===== config.mk =====
export PLATFORM = sky130hd
export DESIGN_NAME = morse_sequencer
export DESIGN_NICKNAME = d
export VERILOG_FILES = /design/src/rtl/morse_sequencer.sv
export SDC_FILE = /design/constraint.sdc
export NUM_CORES = 1
export LEC_CHECK = 0
export ABC_AREA = 1
export CAP_MARGIN = 30
export CORE_AREA = 2 2 107 187
export CTS_CLUSTER_SIZE = 12
export DETAILED_ROUTE_END_ITERATION = 10
export DIE_AREA = 0 0 109 189
export PLACE_DENSITY = 0.61
export SKIP_LAST_GASP = 1
export SLEW_MARGIN = 20
export SYNTH_ARGS = -nofsm -noshare
export SYNTH_HDL_FRONTEND = slang
export SYNTH_SLANG_ARGS = --single-unit

===== constraint.sdc =====
create_clock -name clock -period 2.41 [get_ports clock]
set_input_delay 0.482 -clock clock [delete_from_list [all_inputs] [get_ports clock]]
set_output_delay 0.482 -clock clock [all_outputs]
set_load 0.05 [all_outputs]

===== src/rtl/morse_sequencer.sv =====
// morse_sequencer
// Buffers Morse character codes in a FIFO and keys them out on a single line
// using standard unit timing (dot 1, dash 3, element gap 1, letter gap 3,
// word gap 7 units, one unit = DOT_CYCLES clocks).
//
// Ports:
//   clock       in   system clock, rising edge
//   reset_n     in   synchronous active-low reset
//   char_in     in   5-bit code: 0-25 = A-Z, 26 = word space, 27-31 invalid
//   char_valid  in   write request
//   char_ready  out  FIFO has room (registered count < DEPTH)
//   reject      out  one-cycle pulse for an invalid code offered with valid & ready
//   start       in   begin playback (sampled in IDLE only)
//   abort       in   flush FIFO and stop playback
//   busy        out  high in every state except IDLE
//   done        out  one-cycle pulse when playback ends with the FIFO empty
//   count       out  FIFO occupancy
//   out         out  registered key line, 1 = tone on
module morse_sequencer #(
  parameter int DEPTH      = 16,
  parameter int DOT_CYCLES = 25000000,
  parameter int CNT_W      = 31
) (
  input  logic                         clock,
  input  logic                         reset_n,
  input  logic [4:0]                   char_in,
  input  logic                         char_valid,
  output logic                         char_ready,
  output logic                         reject,
  input  logic                         start,
  input  logic                         abort,
  output logic                         busy,
  output logic                         done,
  output logic [$clog2(DEPTH+1)-1:0]   count,
  output logic                         out
);

  localparam int PTR_W   = $clog2(DEPTH);
  localparam int OCC_W   = $clog2(DEPTH + 1);
  localparam logic [CNT_W-1:0] UNIT_LAST  = CNT_W'(DOT_CYCLES - 1);
  localparam logic [OCC_W-1:0] OCC_FULL   = OCC_W'(DEPTH);
  localparam logic [OCC_W-1:0] OCC_ZERO   = OCC_W'(0);
  localparam logic [4:0]       CODE_SPACE = 5'd26;

  typedef enum logic [2:0] {
    IDLE = 3'd0,
    LOAD = 3'd1,
    MARK = 3'd2,
    EGAP = 3'd3,
    LGAP = 3'd4,
    WGAP = 3'd5,
    DONE = 3'd6
  } state_t;

  // Letter table: {length[2:0], pattern[3:0]}; pattern is left-aligned so the
  // current element is always bit 3, 1 = dash.
  function automatic logic [6:0] morse_lut(input logic [4:0] code);
    logic [6:0] entry;
    case (code)
      5'd0:    entry = {3'd2, 4'b0100}; // A .-
      5'd1:    entry = {3'd4, 4'b1000}; // B -...
      5'd2:    entry = {3'd4, 4'b1010}; // C -.-.
      5'd3:    entry = {3'd3, 4'b1000}; // D -..
      5'd4:    entry = {3'd1, 4'b0000}; // E .
      5'd5:    entry = {3'd4, 4'b0010}; // F ..-.
      5'd6:    entry = {3'd3, 4'b1100}; // G --.
      5'd7:    entry = {3'd4, 4'b0000}; // H ....
      5'd8:    entry = {3'd2, 4'b0000}; // I ..
      5'd9:    entry = {3'd4, 4'b0111}; // J .---
      5'd10:   entry = {3'd3, 4'b1010}; // K -.-
      5'd11:   entry = {3'd4, 4'b0100}; // L .-..
      5'd12:   entry = {3'd2, 4'b1100}; // M --
      5'd13:   entry = {3'd2, 4'b1000}; // N -.
      5'd14:   entry = {3'd3, 4'b1110}; // O ---
      5'd15:   entry = {3'd4, 4'b0110}; // P .--.
      5'd16:   entry = {3'd4, 4'b1101}; // Q --.-
      5'd17:   entry = {3'd3, 4'b0100}; // R .-.
      5'd18:   entry = {3'd3, 4'b0000}; // S ...
      5'd19:   entry = {3'd1, 4'b1000}; // T -
      5'd20:   entry = {3'd3, 4'b0010}; // U ..-
      5'd21:   entry = {3'd4, 4'b0001}; // V ...-
      5'd22:   entry = {3'd3, 4'b0110}; // W .--
      5'd23:   entry = {3'd4, 4'b1001}; // X -..-
      5'd24:   entry = {3'd4, 4'b1011}; // Y -.--
      5'd25:   entry = {3'd4, 4'b1100}; // Z --..
      default: entry = {3'd0, 4'b0000}; // space / unused
    endcase
    return entry;
  endfunction

  state_t             state_r, state_s;
  logic [CNT_W-1:0]   cnt_r;
  logic [1:0]         units_r;
  logic [1:0]         target_s;
  logic [3:0]         pat_r;
  logic [1:0]         elems_r;
  logic [4:0]         mem_r [DEPTH];
  logic [PTR_W-1:0]   wr_ptr_r, rd_ptr_r;
  logic [OCC_W-1:0]   count_r;
  logic               out_r, busy_r, done_r, reject_r;

  logic [4:0]         head_s;
  logic [6:0]         lut_s;
  logic               fifo_empty_s, char_ready_s, code_ok_s;
  logic               push_s, pop_s, unit_end_s, last_s, timed_s;

  assign head_s       = mem_r[rd_ptr_r];
  assign lut_s        = morse_lut(head_s);
  assign fifo_empty_s = (count_r == OCC_ZERO);
  assign char_ready_s = (count_r < OCC_FULL);
  assign code_ok_s    = (char_in <= CODE_SPACE);
  assign push_s       = char_valid & char_ready_s & code_ok_s & ~abort;
  assign pop_s        = (state_r == LOAD) & ~abort;
  assign unit_end_s   = (cnt_r == UNIT_LAST);
  assign last_s       = unit_end_s & (units_r == target_s);
  assign timed_s      = (state_r == MARK) | (state_r == EGAP) |
                        (state_r == LGAP) | (state_r == WGAP);

  // Number of units (minus one) the current timed state lasts
  always_comb begin
    target_s = 2'd0;
    case (state_r)
      MARK:    target_s = pat_r[3] ? 2'd2 : 2'd0;
      EGAP:    target_s = 2'd0;
      LGAP:    target_s = 2'd2;
      WGAP:    target_s = 2'd3;
      default: target_s = 2'd0;
    endcase
  end

  // Next-state logic; abort overrides every transition
  always_comb begin
    state_s = state_r;
    if (abort) begin
      state_s = IDLE;
    end else begin
      case (state_r)
        IDLE: begin
          if (start && !fifo_empty_s) state_s = LOAD;
          else                        state_s = IDLE;
        end
        LOAD: begin
          if (head_s == CODE_SPACE) state_s = WGAP;
          else                      state_s = MARK;
        end
        MARK: begin
          if (!last_s)                state_s = MARK;
          else if (elems_r != 2'd0)   state_s = EGAP;
          else if (!fifo_empty_s)     state_s = LGAP;
          else                        state_s = DONE;
        end
        EGAP: begin
          if (last_s) state_s = MARK;
          else        state_s = EGAP;
        end
        LGAP: begin
          if (last_s) state_s = LOAD;
          else        state_s = LGAP;
        end
        WGAP: begin
          if (!last_s)           state_s = WGAP;
          else if (fifo_empty_s) state_s = DONE;
          else                   state_s = LOAD;
        end
        DONE:    state_s = IDLE;
        default: state_s = IDLE;
      endcase
    end
  end

  // State register, unit timer (restarts on each state entry) and element tracking
  always_ff @(posedge clock) begin
    if (!reset_n) begin
      state_r <= IDLE;
      cnt_r   <= '0;
      units_r <= 2'd0;
      pat_r   <= 4'd0;
      elems_r <= 2'd0;
    end else begin
      state_r <= state_s;
      if (state_s != state_r || !timed_s) begin
        cnt_r   <= '0;
        units_r <= 2'd0;
      end else if (unit_end_s) begin
        cnt_r   <= '0;
        units_r <= units_r + 2'd1;
      end else begin
        cnt_r   <= cnt_r + CNT_W'(1);
      end
      if (pop_s) begin
        pat_r   <= lut_s[3:0];
        elems_r <= 2'(lut_s[6:4] - 3'd1);
      end else if (state_r == EGAP && last_s) begin
        pat_r   <= {pat_r[2:0], 1'b0};
        elems_r <= elems_r - 2'd1;
      end
    end
  end

  // FIFO pointers and occupancy; push and pop in one cycle cancel in count
  always_ff @(posedge clock) begin
    if (!reset_n || abort) begin
      wr_ptr_r <= '0;
      rd_ptr_r <= '0;
      count_r  <= OCC_ZERO;
    end else begin
      if (push_s) wr_ptr_r <= wr_ptr_r + PTR_W'(1);
      if (pop_s)  rd_ptr_r <= rd_ptr_r + PTR_W'(1);
      case ({push_s, pop_s})
        2'b10:   count_r <= count_r + OCC_W'(1);
        2'b01:   count_r <= count_r - OCC_W'(1);
        default: count_r <= count_r;
      endcase
    end
  end

  // FIFO storage (no reset needed, contents are qualified by the pointers)
  always_ff @(posedge clock) begin
    if (reset_n && push_s) mem_r[wr_ptr_r] <= char_in;
  end

  // Registered outputs, derived from the state being entered
  always_ff @(posedge clock) begin
    if (!reset_n) begin
      out_r    <= 1'b0;
      busy_r   <= 1'b0;
      done_r   <= 1'b0;
      reject_r <= 1'b0;
    end else begin
      out_r    <= (state_s == MARK);
      busy_r   <= (state_s != IDLE);
      done_r   <= (state_s == DONE);
      reject_r <= char_valid & char_ready_s & ~code_ok_s & ~abort;
    end
  end

  assign out        = out_r;
  assign busy       = busy_r;
  assign done       = done_r;
  assign reject     = reject_r;
  assign count      = count_r;
  assign char_ready = char_ready_s;

endmodule


==> impl_metrics.yaml <==
worst_setup_path:
  worstReg2RegEnd: "cnt_r[16]"
  worstSetupStartpointType: "flop"
  ff2ff_path_depth: 17
  worstPathArrival_ns: 2.92
  worst-r2r-setup-slack_ns: -0.19
  worstSetupPathType: "flop to flop"
  required_ns: 2.73
  end_kind: "flop"
  path_max_fanout: 9
floorplanning:
  dieHeight_um: 189
  start_util: 0.398
  die_x_um: 109
  fp-row-count: 67
  io_pins: 20
  die-area_um2: 20600
  core_region_area_um2: 19000
power_and_ir_drop:
  share_comb_of_total_power: 0.049
  sw_frac_of_total: 0.226
  clkPwrFrac: 0.483
  power.density_nw_per_um2: 573
  p_int_mw: 4.28
  p_leak_nw: 3.91
  seq_power_share: 0.468
  peakVddDrop_v: 0.000569
  p_sw_mw: 1.25
detailed_routing:
  routed_wl_um: 18300
  vias: 6054
  drc: 0
  drt_iter0_drc: 312
  wire_per_inst_um: 14.7
  detail_route.first_pass.iterations: 4
  avgViaCountPerCell: 4.84
  antenna_left: 0
synthesis:
  yosysWarnings: 0
  syn_avg_cell_area_um2: 8.56
  async_reset_ff_frac: 0
  synth_seq_cells: 143
  synth_ff_type: "edfxtp_1"
  synth_top_family_by_area: "simple AND/OR/NAND/NOR gates"
  syn_nets: 912
  synth_mux_area_frac: 0
  synth_cell_types: 43
  synth-simple-area-share: 0.304
  synth_area_um2: 7570
  synth_fa_ha_area_frac: 0.0307
  ys_seq_area_frac: 0.484
  synth_edf_count: 80
  synth_xor_area_frac: 0.0347
  synth-compound-area-share: 0.0544
  synthCells: 884
clocking:
  clock_path_buffers: 2
  insertion_delay_ns: 0.42
  root_buffer: "clkbuf_16"
  clk_pin_slew_ns: 0.07
  cts_made_buffers: 17
  holdBufCountCts: 0
  htreeDepth: 4
  cts_sinks: 143
  cts_tree: "yes"
hold_path:
  min_path_type: "flop to flop"
  holdPathStages: 1
  min_from: "cnt_r[0]"
  min_to: "cnt_r[0]"
timing:
  drv_slew: 0
  fin_skew_ns: 0.0136
  relSlewSlack: 0.667
  finalHoldViolCount: 0
  worst_slack_ns: -0.194
  timing.fmax_mhz: 384
  setup_viol: 36
  rsz0062_at_grt: "yes"
  worst_pin_slew_ns: 0.499
  min_period_ns: 2.60
  finalCritPeriodShare: 1.08
outcome:
  outcome: "complete, but fails checks"
  violations: "setup timing"
placement:
  place_inst: 1198
  dp_hpwl_um: 12900
  place_area_um2: 8560
  routabilityCongestion: 0.879
  io_buffers: 19
cells_and_area:
  fill_cells: 1736
  diodes: 0
  stdcell_count: 1251
  nNetsFinal: 1025
  drive_gt1_frac: 0.254
  finish.instance_area_um2: 9660
  syn_to_final_growth_pct: 27.6
global_routing:
  grtUsageTotal: 0.180
  antenna_found_initial: 0
  first_global_vias: 5979
  grt-ovfl-total: 0
  grt_pass1_wl_um: 28400
  grt_start_max_net_pins: 21
flow_run:
  cap_violations: 0
==> worst max-delay path by stage <==
stage	end	slack [ns]	depth (start not counted)	startpoint
CTS	cnt_r[25]	-0.09	16	flop
global route	cnt_r[16]	-0.34	17	flop
global placement	count[4]	-0.45	14	char_in[1]
floorplan	cnt_r[17]	-0.03	18	flop
detailed placement	count[4]	-0.50	14	char_in[1]
finish	cnt_r[16]	-0.19	17	flop
==> power groups by stage <==
stage	Sequential (mW)	Combinational (mW)	Clock, mW
final	2.59	0.273	2.67
after global placement	2.64	0.246	0
after detailed placement	2.64	0.247	0
after floorplan	2.65	0.112	0
after CTS	2.59	0.255	2.72
after global routing	2.59	0.298	2.82
==> per-stage QoR <==
stage	TNS (ns)	hold WS [ns]	setup WS (ns)	utilization	power (mW)
after floorplan	-0.563	0.413	-0.0277	-	2.76
after global placement	-24.46	0.423	-0.455	0.450	2.89
after detailed placement	-28.22	0.434	-0.498	0.450	2.89
after CTS	-2.46	0.445	-0.0931	0.488	5.56
after global routing	-11.51	0.449	-0.335	0.508	5.71
final	-6.05	0.435	-0.194	0.508	5.53
==> registers in the layout (all words and copies together) (netlist names), named ones only <==
register / flops
state_r: 3
rd_ptr_r: 4
elems_r: 2
mem_r: 80
busy: 1
reject: 1
count: 5
units_r: 2
pat_r: 4
out: 1
wr_ptr_r: 4
cnt_r: 31
done: 1
==> worst max-delay path, cell delays in order (launching register included) <==
cell and delay, ns:
dfxtp_4 0.40, clkinv_8 0.09, buf_8 0.14, nor2_1 0.05
o211ai_1 0.21, nand3_1 0.20, nand2_2 0.19, ha_4 0.18
nand3_4 0.09, nor2_4 0.17, nor2_2 0.05, nor2_2 0.15
nor2_2 0.06, nand2_2 0.06, nand2_2 0.07, nand3_4 0.15
clkbuf_16 0.21, nor2_4 0.03
==> cell usage after synthesis, types with 10 or more instances <==
master      n  area (um^2)
nor3_1     17         85.1
nand2_1   187          702
xor2_1     22          193
nor2_1     79          297
inv_1     124          465
dfxtp_1    63         1260
nand3_1    88          440
nor2_4     34          383
ha_1       17          213
edfxtp_1   80         2400
a21oi_1    26          130
inv_2      12         45.0
nand3_2    10          100
o21ai_0    37          185
==> cells by family (layout without fill, tap and decap cells) <==
| family | after synthesis | in the layout |
|---|---|---|
| xor gates and xnor gates | 30 | 30 |
| adders and majority gates | 18 | 18 |
| and+or+nand+nor | 454 | 454 |
| DFF | 143 | 143 |
| AOI/OAI and AO/OA | 76 | 76 |
| buffers and inverters | 163 | 289 |
==> layout make-up <==
cell class              instances  area, um^2  share of cell area
clock inverters                11         115              0.0119
multi-input cells             578        3400               0.352
repair buffers                118        1130               0.117
well taps                     241         302              0.0312
clock buffers                  21         493              0.0510
inverters                     139         543              0.0562
flip-flops and latches        143        3670               0.380
==> layer usage <==
layer,part of all wire,up-vias,GRT usage
met4,0.041,0,0.0927
met2,0.59,121,0.357
li1,-,3069,-
met1,0.34,2817,0.167
met3,0.031,47,0.0282
met5,0,-,0
==> layout by cell type, fill, tap and decap left out, drive strengths merged <==
master,n
o21ai,37
buf,95
bufbuf,1
nor2,122
nand2,197
a211oi,1
nand3b,1
o211a,1
dlymetal6s2s,3
a21boi,1
a21oi,27
clkdlybuf4s50,16
or2,4
edfxtp,80
fa,1
clkbuf,24
ha,17
o211ai,5
nor3b,1
and3,1
xor2,22
xnor2,8
nor4,4
dfxtp,63
a31oi,3
clkinv,5
clkinvlp,2
nor3,18
bufinv,1
nand3,99
o22ai,1
inv,142
nand4,7
==> timing repair <==
| item | in CTS | in global routing |
|---|---|---|
| endpoints found under the setup margin | 43 | 42 |
| buffers inserted | 5 | 12 |
| pin swaps | 1 | 35 |
| gates resized for setup | 10 | 60 |
| gates cloned | 1 | 3 |
No activity file was read; power rests on OpenSTA's default activity.
